`src/rtl/octa16_dmem_arbiter.sv`:
```
// Octa16 data memory arbiter: shares the single-port data memory between the
// external loader and the core load/store unit. The core is held off (BOOT)
// until the loader signals the image is complete; afterwards both masters are
// served round-robin on contention.
module octa16_dmem_arbiter #(
  parameter int unsigned AW = 4,
  parameter int unsigned DW = 16
) (
  input  logic          clk,
  input  logic          reset,       // asynchronous, active-low

  input  logic          ext_req,
  input  logic          ext_we,
  input  logic [AW-1:0] ext_addr,
  input  logic [DW-1:0] ext_wdata,
  output logic          ext_gnt,
  output logic          ext_rvalid,
  output logic [DW-1:0] ext_rdata,

  input  logic          core_req,
  input  logic          core_we,
  input  logic [AW-1:0] core_addr,
  input  logic [DW-1:0] core_wdata,
  output logic          core_gnt,
  output logic          core_rvalid,
  output logic [DW-1:0] core_rdata,

  input  logic          boot_done,
  output logic          core_stall,

  output logic          mem_en,
  output logic          mem_we,
  output logic [AW-1:0] mem_addr,
  output logic [DW-1:0] mem_wdata,
  input  logic [DW-1:0] mem_rdata
);

  localparam logic StBoot = 1'b0;
  localparam logic StRun  = 1'b1;

  // Last-winner pointer encoding.
  localparam logic PtrExt  = 1'b0;
  localparam logic PtrCore = 1'b1;

  logic state_q, state_d;
  logic last_q, last_d;
  logic rvalid_q, rvalid_d;
  logic owner_q, owner_d;  // 1 = core owns the pending read return

  // Grant decision: ext only in BOOT, round-robin on a tie in RUN.
  always_comb begin
    ext_gnt  = 1'b0;
    core_gnt = 1'b0;
    if (state_q == StBoot) begin
      ext_gnt = ext_req;
    end else if (ext_req && core_req) begin
      if (last_q == PtrExt) begin
        core_gnt = 1'b1;
      end else begin
        ext_gnt = 1'b1;
      end
    end else begin
      ext_gnt  = ext_req;
      core_gnt = core_req;
    end
  end

  // Memory port mux; all fields forced to zero when nothing is granted.
  always_comb begin
    mem_en    = ext_gnt | core_gnt;
    mem_we    = 1'b0;
    mem_addr  = '0;
    mem_wdata = '0;
    if (core_gnt) begin
      mem_we    = core_we;
      mem_addr  = core_addr;
      mem_wdata = core_wdata;
    end else if (ext_gnt) begin
      mem_we    = ext_we;
      mem_addr  = ext_addr;
      mem_wdata = ext_wdata;
    end
  end

  // Next-state: boot release, pointer update on grant, read-return tagging.
  always_comb begin
    state_d = state_q;
    if (state_q == StBoot && boot_done) begin
      state_d = StRun;
    end

    last_d = last_q;
    if (core_gnt) begin
      last_d = PtrCore;
    end else if (ext_gnt) begin
      last_d = PtrExt;
    end

    rvalid_d = mem_en & ~mem_we;
    owner_d  = core_gnt;
  end

  // State registers; reset discards any pending read return.
  always_ff @(posedge clk or negedge reset) begin
    if (!reset) begin
      state_q  <= StBoot;
      last_q   <= PtrExt;
      rvalid_q <= 1'b0;
      owner_q  <= 1'b0;
    end else begin
      state_q  <= state_d;
      last_q   <= last_d;
      rvalid_q <= rvalid_d;
      owner_q  <= owner_d;
    end
  end

  // Read return steering: only the owner sees valid data, the other sees zero.
  always_comb begin
    core_stall  = (state_q == StBoot);
    ext_rvalid  = rvalid_q & ~owner_q;
    core_rvalid = rvalid_q & owner_q;
    ext_rdata   = ext_rvalid  ? mem_rdata : '0;
    core_rdata  = core_rvalid ? mem_rdata : '0;
  end

endmodule

```
`config.mk`:
```
export PLATFORM = sky130hd
export DESIGN_NAME = octa16_dmem_arbiter
export DESIGN_NICKNAME = d
export VERILOG_FILES = /design/src/rtl/octa16_dmem_arbiter.sv
export SDC_FILE = /design/constraint.sdc
export NUM_CORES = 1
export LEC_CHECK = 0
export CORE_ASPECT_RATIO = 1.4
export CORE_MARGIN = 4
export CORE_UTILIZATION = 29
export CTS_BUF_LIST = sky130_fd_sc_hd__clkbuf_8
export DETAILED_ROUTE_END_ITERATION = 12
export PLACE_DENSITY_LB_ADDON = 0.3
export SYNTH_ARGS = -nofsm -noshare
export SYNTH_HDL_FRONTEND = slang
export SYNTH_SLANG_ARGS = --single-unit
```
`constraint.sdc`:
```
create_clock -name clk -period 2.09 [get_ports clk]
set_input_delay 0.3135 -clock clk [delete_from_list [all_inputs] [get_ports clk]]
set_output_delay 0.3135 -clock clk [all_outputs]
set_load 0.05 [all_outputs]
```
==> results of run 1 <==
[final cells by class]
type | instances | area [sq um] | area share [%]
sequential | 4 | 100 | 3.58
inverter | 22 | 82.6 | 2.96
multi-input combinational | 86 | 697 | 24.9
tap | 39 | 48.8 | 1.75
clock buffer | 3 | 41.3 | 1.48
timing repair buffer | 127 | 1820 | 65.3
[layout by cell type (no fill, tap or decap), types with 2 or more instances in the layout]
cell type	count
and2_1	17
nand2_1	22
buf_4	7
buf_12	57
o32ai_2	20
o32ai_1	2
dfrtp_1	4
inv_1	22
and3_1	16
nand2b_1	2
clkbuf_8	3
clkdlybuf4s50_1	63
[cells in the mapped netlist]
master,instances
and2_1,17
nor2_1,1
inv_1,22
clkbuf_1,4
o32ai_1,3
and2_4,1
buf_6,5
and3b_1,1
nor2b_1,1
or2_1,1
dfrtp_1,4
nand2_1,22
mux2i_1,1
buf_2,3
nand2b_1,2
buf_4,2
nor2b_2,1
o32ai_2,19
and3_1,16
[per-layer routing]
| layer | global-route usage (%) | part of all wire [%] | routed length [um] |
|---|---|---|---|
| met3 | 4.07 | 7.8 | 386 |
| met2 | 46.5 | 59 | 2960 |
| met1 | 18.4 | 31 | 1540 |
| met4 | 5.80 | 1.6 | 81 |
| met5 | 0 | 0 | 0 |
[timing repair]
item | 4_1_cts | 5_1_grt
gates resized for setup | 0 | 1
endpoints found under the hold margin | 0 | 0
setup endpoints to repair | 0 | 1
hold buffers | 0 | 0
[cells by family after synthesis]
family	after synthesis	synth area share, %
simple gates	63	35.3
compound gates	22	34.4
mux	1	1.03
buf+inv	36	18.9
flops	4	10.3
[through the flow]
stage | area [sq um] | hold WS [ns] | TNS, ns | util [%]
detailed placement | 2750 | 0.514 | 0 | 86.2
global route | 2790 | 0.319 | 0 | 87.8
global placement | 2750 | 0.513 | 0 | 86.2
CTS | 2790 | 0.307 | 0 | 87.5
floorplan | 973 | 0.0179 | -0.312 | -
finish | 2790 | 0.303 | 0 | 87.8
[final timing paths]
kind	startpoint	end	slack (ns)
worst min register to register	last_q	last_q	0.53
min in group clk	last_q	last_q	0.53
max in group asynchronous	reset	rvalid_q	1.61
worst min-delay path	reset	owner_q	0.30
worst max-delay path	core_req	mem_addr[3]	0.05
worst max register to register	last_q	rvalid_q	0.97
[registers in the layout, summed over array words and instances, names as in the netlist]
signal    flops
owner_q       1
last_q        1
state_q       1
rvalid_q      1
[where the power goes]
group / leakage [nW] / total (W) / switching [W] / internal, W
sequential: 0.0452 / 0.0000878 / 0.00000425 / 0.0000835
clock: 0.0216 / 0.000162 / 0.0000393 / 0.000123
combinational: 1.19 / 0.000940 / 0.000481 / 0.000459
==> qor.txt, run 1 <==
First-pass GRT wire length - 7490 um
Nature of the critical path startpoint - input port
CP Cell Sequence - clkdlybuf4s50_1 > nand2_1 > buf_12 > o32ai_1 > buf_12
# fillers - 148
Worst reg2reg path depth - 3
Max incr delay on CP - 0.48 ns
Worst-Margin Slew - 0.600 ns
Synth Net Count - 189
CTS root buf - clkbuf_8
Register area share after synthesis - 10.3%
Port Buffers - 121
Die Y-Extent - 76.6 um
Final setup viols - 0
Grt ovf - 0
Element type at the critical path end - output port
CTS Buf Count - 3
Worst path depth - 5
Final Cycle Share - 97.5%
RSZ-0062 raised after global routing - false
Post-Layout Cell Count - 281
Pre-antenna DRT Iters - 4
Clk buf depth - 2
Critical Path AT - 1.72 ns
Setup CP Type - input port to output port
Placed cells - 278
DR WL/cell - 17.7 um
Final WS setup - 0.0531 ns
Pwr per Cell Area - 426 nW/um^2
Area leader, netlist - o32ai_2
Slew Viols, Final - 0
Hold WC Path Type - input port to async pin
P&R area growth vs syn - 187%
DRT Wirelength - 4970 um
Postcts setup bufs - 0
Status - finished clean
Antenna violations before repair - 0
CTS tree - built
Fin. Hold Viols - 0
Post-synthesis cell area - 973 sq um
WP buf/inv - 3
CP max stage cell - clkdlybuf4s50_1
Unique masters post-synth - 19
DP HPWL - 4230 um
Clock latency on the worst-skew pair - 0.22 ns
Delay-heaviest family, CP - buffers and inverters
Post-route ant nets - 0
Full die area - 4360 sq um
Layout cells sized above 1 - 36.8%
Max Fanout on Critical Path - 25
Vias/cell - 4.97
Most common cell type on the critical path - buf_12
Die width - 57.0 um
# nets final - 307
Total Power - 0.00119 W
Seq cells post-synth - 4
Post-layout min period - 2.04 ns
GRT Util Overall - 21.5%
Max Clk Rate - 491 MHz
Max Cap Viol - 0
Ys Warns - 0
Clock skew - 0.00247 ns
Post-synth top area share - 31.7%
# IOs - 122
DRC viols - 0
Clock Sinks - 4
Worst slack, placed - 0.0634 ns
Syn_area_per_cell - 7.73 sq um
Core area - 3180 sq um
VDD IR max - 0.370 mV
Crit path required time - 1.78 ns
Starting Density - 30.6%
DRT iter0 DRCs - 30
Largest net degree at the start of global routing - 26
Relative slew margins - 59.8%
Number of diodes - 0
Routability cong. - 0.788
Cell Rows - 24
Post-Syn Instances - 126
Detailed-route via count - 1397
H-tree depth - 1
Vias in the first global route - 1508
Reg clk slew, reported paths - 0.03 ns
Synth area leaders - o32ai_2 32%, and2_1 11%, and3_1 10%, dfrtp_1 10%, inv_1 8.5%
Leakage - 1.26 nW
Power figures use the tool's default switching activity.
==> run 2: changes to the inputs <==
- PLACE_DENSITY: not set -> 0.89
- PLACE_DENSITY_LB_ADDON: 0.3 -> not set
==> run 2 against run 1 <==
Effect of this change: worst setup slack worse by 0.033 ns; critical path depth stayed put; hold slack better by 0.0086 ns; first-iteration DRC count stayed put; clock power hardly changed; final cell count stayed put; largest power group unchanged; highest routed layer unchanged.
==> qor.txt, run 2 (synthesis gave the netlist of run 1 again) <==
Element type at the critical path end - output port
Most common cell type on the critical path - buf_12
Internal power - 0.000663 W (-0.36%)
Worst slack, placed - 0.0221 ns (-0.0413 ns)
Slew Viols, Final - 0 (unchanged)
Reg clk slew, reported paths - 0.03 ns (about the same)
Antenna violations before repair - 0 (unchanged)
RSZ-0062 raised after global routing - false
Commonest non-fill, non-tap cell in the layout - clkdlybuf4s50_1
DRT Wirelength - 5980 um (+20%)
FF-to-FF setup slack - 0.96 ns (about the same)
Relative slew margins - 56.3% (-3.6 points)
DR WL/cell - 21.3 um (+20%)
DRC viols - 0 (unchanged)
Clk buf depth - 2 (unchanged)
Max Cap Viol - 0 (unchanged)
Max Fanout on Critical Path - 25 (unchanged)
Post-route ant nets - 0 (unchanged)
Vias/cell - 5.32 (+6.9%)
Setup CP Type - input port to output port
Full die area - 4360 sq um (unchanged)
Final core occ - 87.6% (-0.16 points)
DP HPWL - 4620 um (+9.3%)
WP buf/inv - 3 (unchanged)
Largest net degree at the start of global routing - 26 (unchanged)
CP Cell Sequence - clkdlybuf4s50_1 > nand2_1 > buf_12 > o32ai_1 > buf_12
GRT Util Overall - 26.7% (+5.2 points)
Comb power frac - 79.2% (+0.2 points)
Clock skew - 0.00388 ns (+0.00141 ns)
Placed inst area - 2730 sq um (-0.46%)
Final setup viols - 0 (unchanged)
# nets final - 307 (unchanged)
Clock Sinks - 4 (unchanged)
Routability cong. - 0.760 (-3.5%)
Pwr per Cell Area - 433 nW/um^2 (+1.6%)
NetSw - 0.000543 W (+3.7%)
P&R area growth vs syn - 187%
Final WS setup - 0.0200 ns (-0.0331 ns)
Most frequent cells in the layout - 63 x clkdlybuf4s50_1, 56 x buf_12, 22 x inv_1, 22 x nand2_1, 21 x o32ai_2
Status - finished clean
Hold_ws - 0.312 ns (+0.00856 ns)
Port Buffers - 121 (unchanged)
Delay-heaviest family, CP - buffers and inverters
Hold WC Path Type - input port to async pin
DRT iter0 DRCs - 30 (unchanged)
Crit path required time - 1.78 ns (about the same)
Max incr delay on CP - 0.48 ns (about the same)
Number of diodes - 0 (unchanged)
Worst reg2reg path depth - 3 (unchanged)
Critical Path AT - 1.76 ns (+0.04 ns)
Switch share - 45.0% (+0.98 points)
# IOs - 122 (unchanged)
Design area - 2790 sq um (-0.18%)
Setup TNS - 0 ns (unchanged)
CTS tree - built
Layout cells sized above 1 - 37.2% (+0.41 points)
Die Y-Extent - 76.6 um (unchanged)
Core area - 3180 sq um (unchanged)
CTS Buf Count - 3 (unchanged)
Pre-antenna DRT Iters - 4 (unchanged)
Share of total power in sequential cells - 7.4% (about the same)
R2R Path End - rvalid_q
CTS root buf - clkbuf_8
Worst-Margin Slew - 0.653 ns (+0.0530 ns)
Starting Density - 30.6% (unchanged)
First-pass GRT wire length - 9100 um (+22%)
Die width - 57.0 um (unchanged)
VDD IR max - 0.442 mV (+19%)
Leakage - 1.26 nW (about the same)
Clock group share of total power - 13.5% (about the same)
Post-layout min period - 2.07 ns (+0.0331 ns)
H-tree depth - 1 (unchanged)
Critical R2R Launch - last_q
Max Clk Rate - 483 MHz (-1.6%)
Detailed-route via count - 1494 (+6.9%)
Nature of the critical path startpoint - input port
Cell Rows - 24 (unchanged)
CP max stage cell - clkdlybuf4s50_1
Final Cycle Share - 99.0% (+1.6 points)
Clock latency on the worst-skew pair - 0.22 ns (about the same)
Fin. Hold Viols - 0 (unchanged)
Vias in the first global route - 1689 (+12%)
Grt ovf - 0 (unchanged)
Hold_buf cts - 0 (unchanged)
run 2: cell counts in the layout (fill, tap and decap cells not counted):
Identical to the previous run, type by type.
run 2: worst max path at each step:
stage	start	to	slack, ns	cells past startpoint
floorplan	ext_req	mem_addr[2]	-0.10	4
global placement	core_req	mem_wdata[15]	0.12	5
detailed placement	core_req	mem_addr[3]	0.02	5
CTS	core_req	mem_addr[2]	0.006	5
global route	core_req	mem_wdata[15]	0.02	5
finish	core_req	mem_wdata[15]	0.02	5
run 2: per-stage QoR:
step | instances | power [W]
6_report | 281 | 0.00121
4_1_cts | 281 | 0.00121
3_5_place_dp | 278 | 0.00103
3_3_place_gp | 278 | 0.00101
2_1_floorplan | 126 | 0.000539
5_1_grt | 281 | 0.00125
run 2: worst register-to-register path: stages, from the launching register on:
cell and delay [ns]:
dfrtp_1 0.41, and3b_1 0.25, buf_4 0.23, o32ai_2 0.12
run 2: area by class of cell:
cell class	instances	area (sq um)
clock buffers	3	41.3
fillers	145	394
inverters	22	82.6
multi-input cells	86	704
flip-flops and latches	4	100
well taps	39	48.8
repair buffers	127	1810
run 2: what timing repair did:
action,4_1_cts,5_1_grt
buffers inserted,0,0
resized for setup,0,2
setup endpoints to repair,0,2
run 2: power by group through the flow:
stage | Sequential [W] | Combinational, W | Clock [W]
after floorplan | 0.0000901 | 0.000449 | 0
after global routing | 0.0000894 | 0.000984 | 0.000172
after global placement | 0.0000883 | 0.000919 | 0
after detailed placement | 0.0000892 | 0.000944 | 0
final | 0.0000892 | 0.000955 | 0.000162
after CTS | 0.0000891 | 0.000953 | 0.000164
run 2: layer usage:
metal / vias to the layer above / GRT usage, % / wire [um]
met5: - / 0 / 0
met4: 0 / 7.66 / 250
met3: 18 / 6.27 / 447
met2: 95 / 55.5 / 3410
met1: 719 / 23.9 / 1870
li1: 662 / - / -
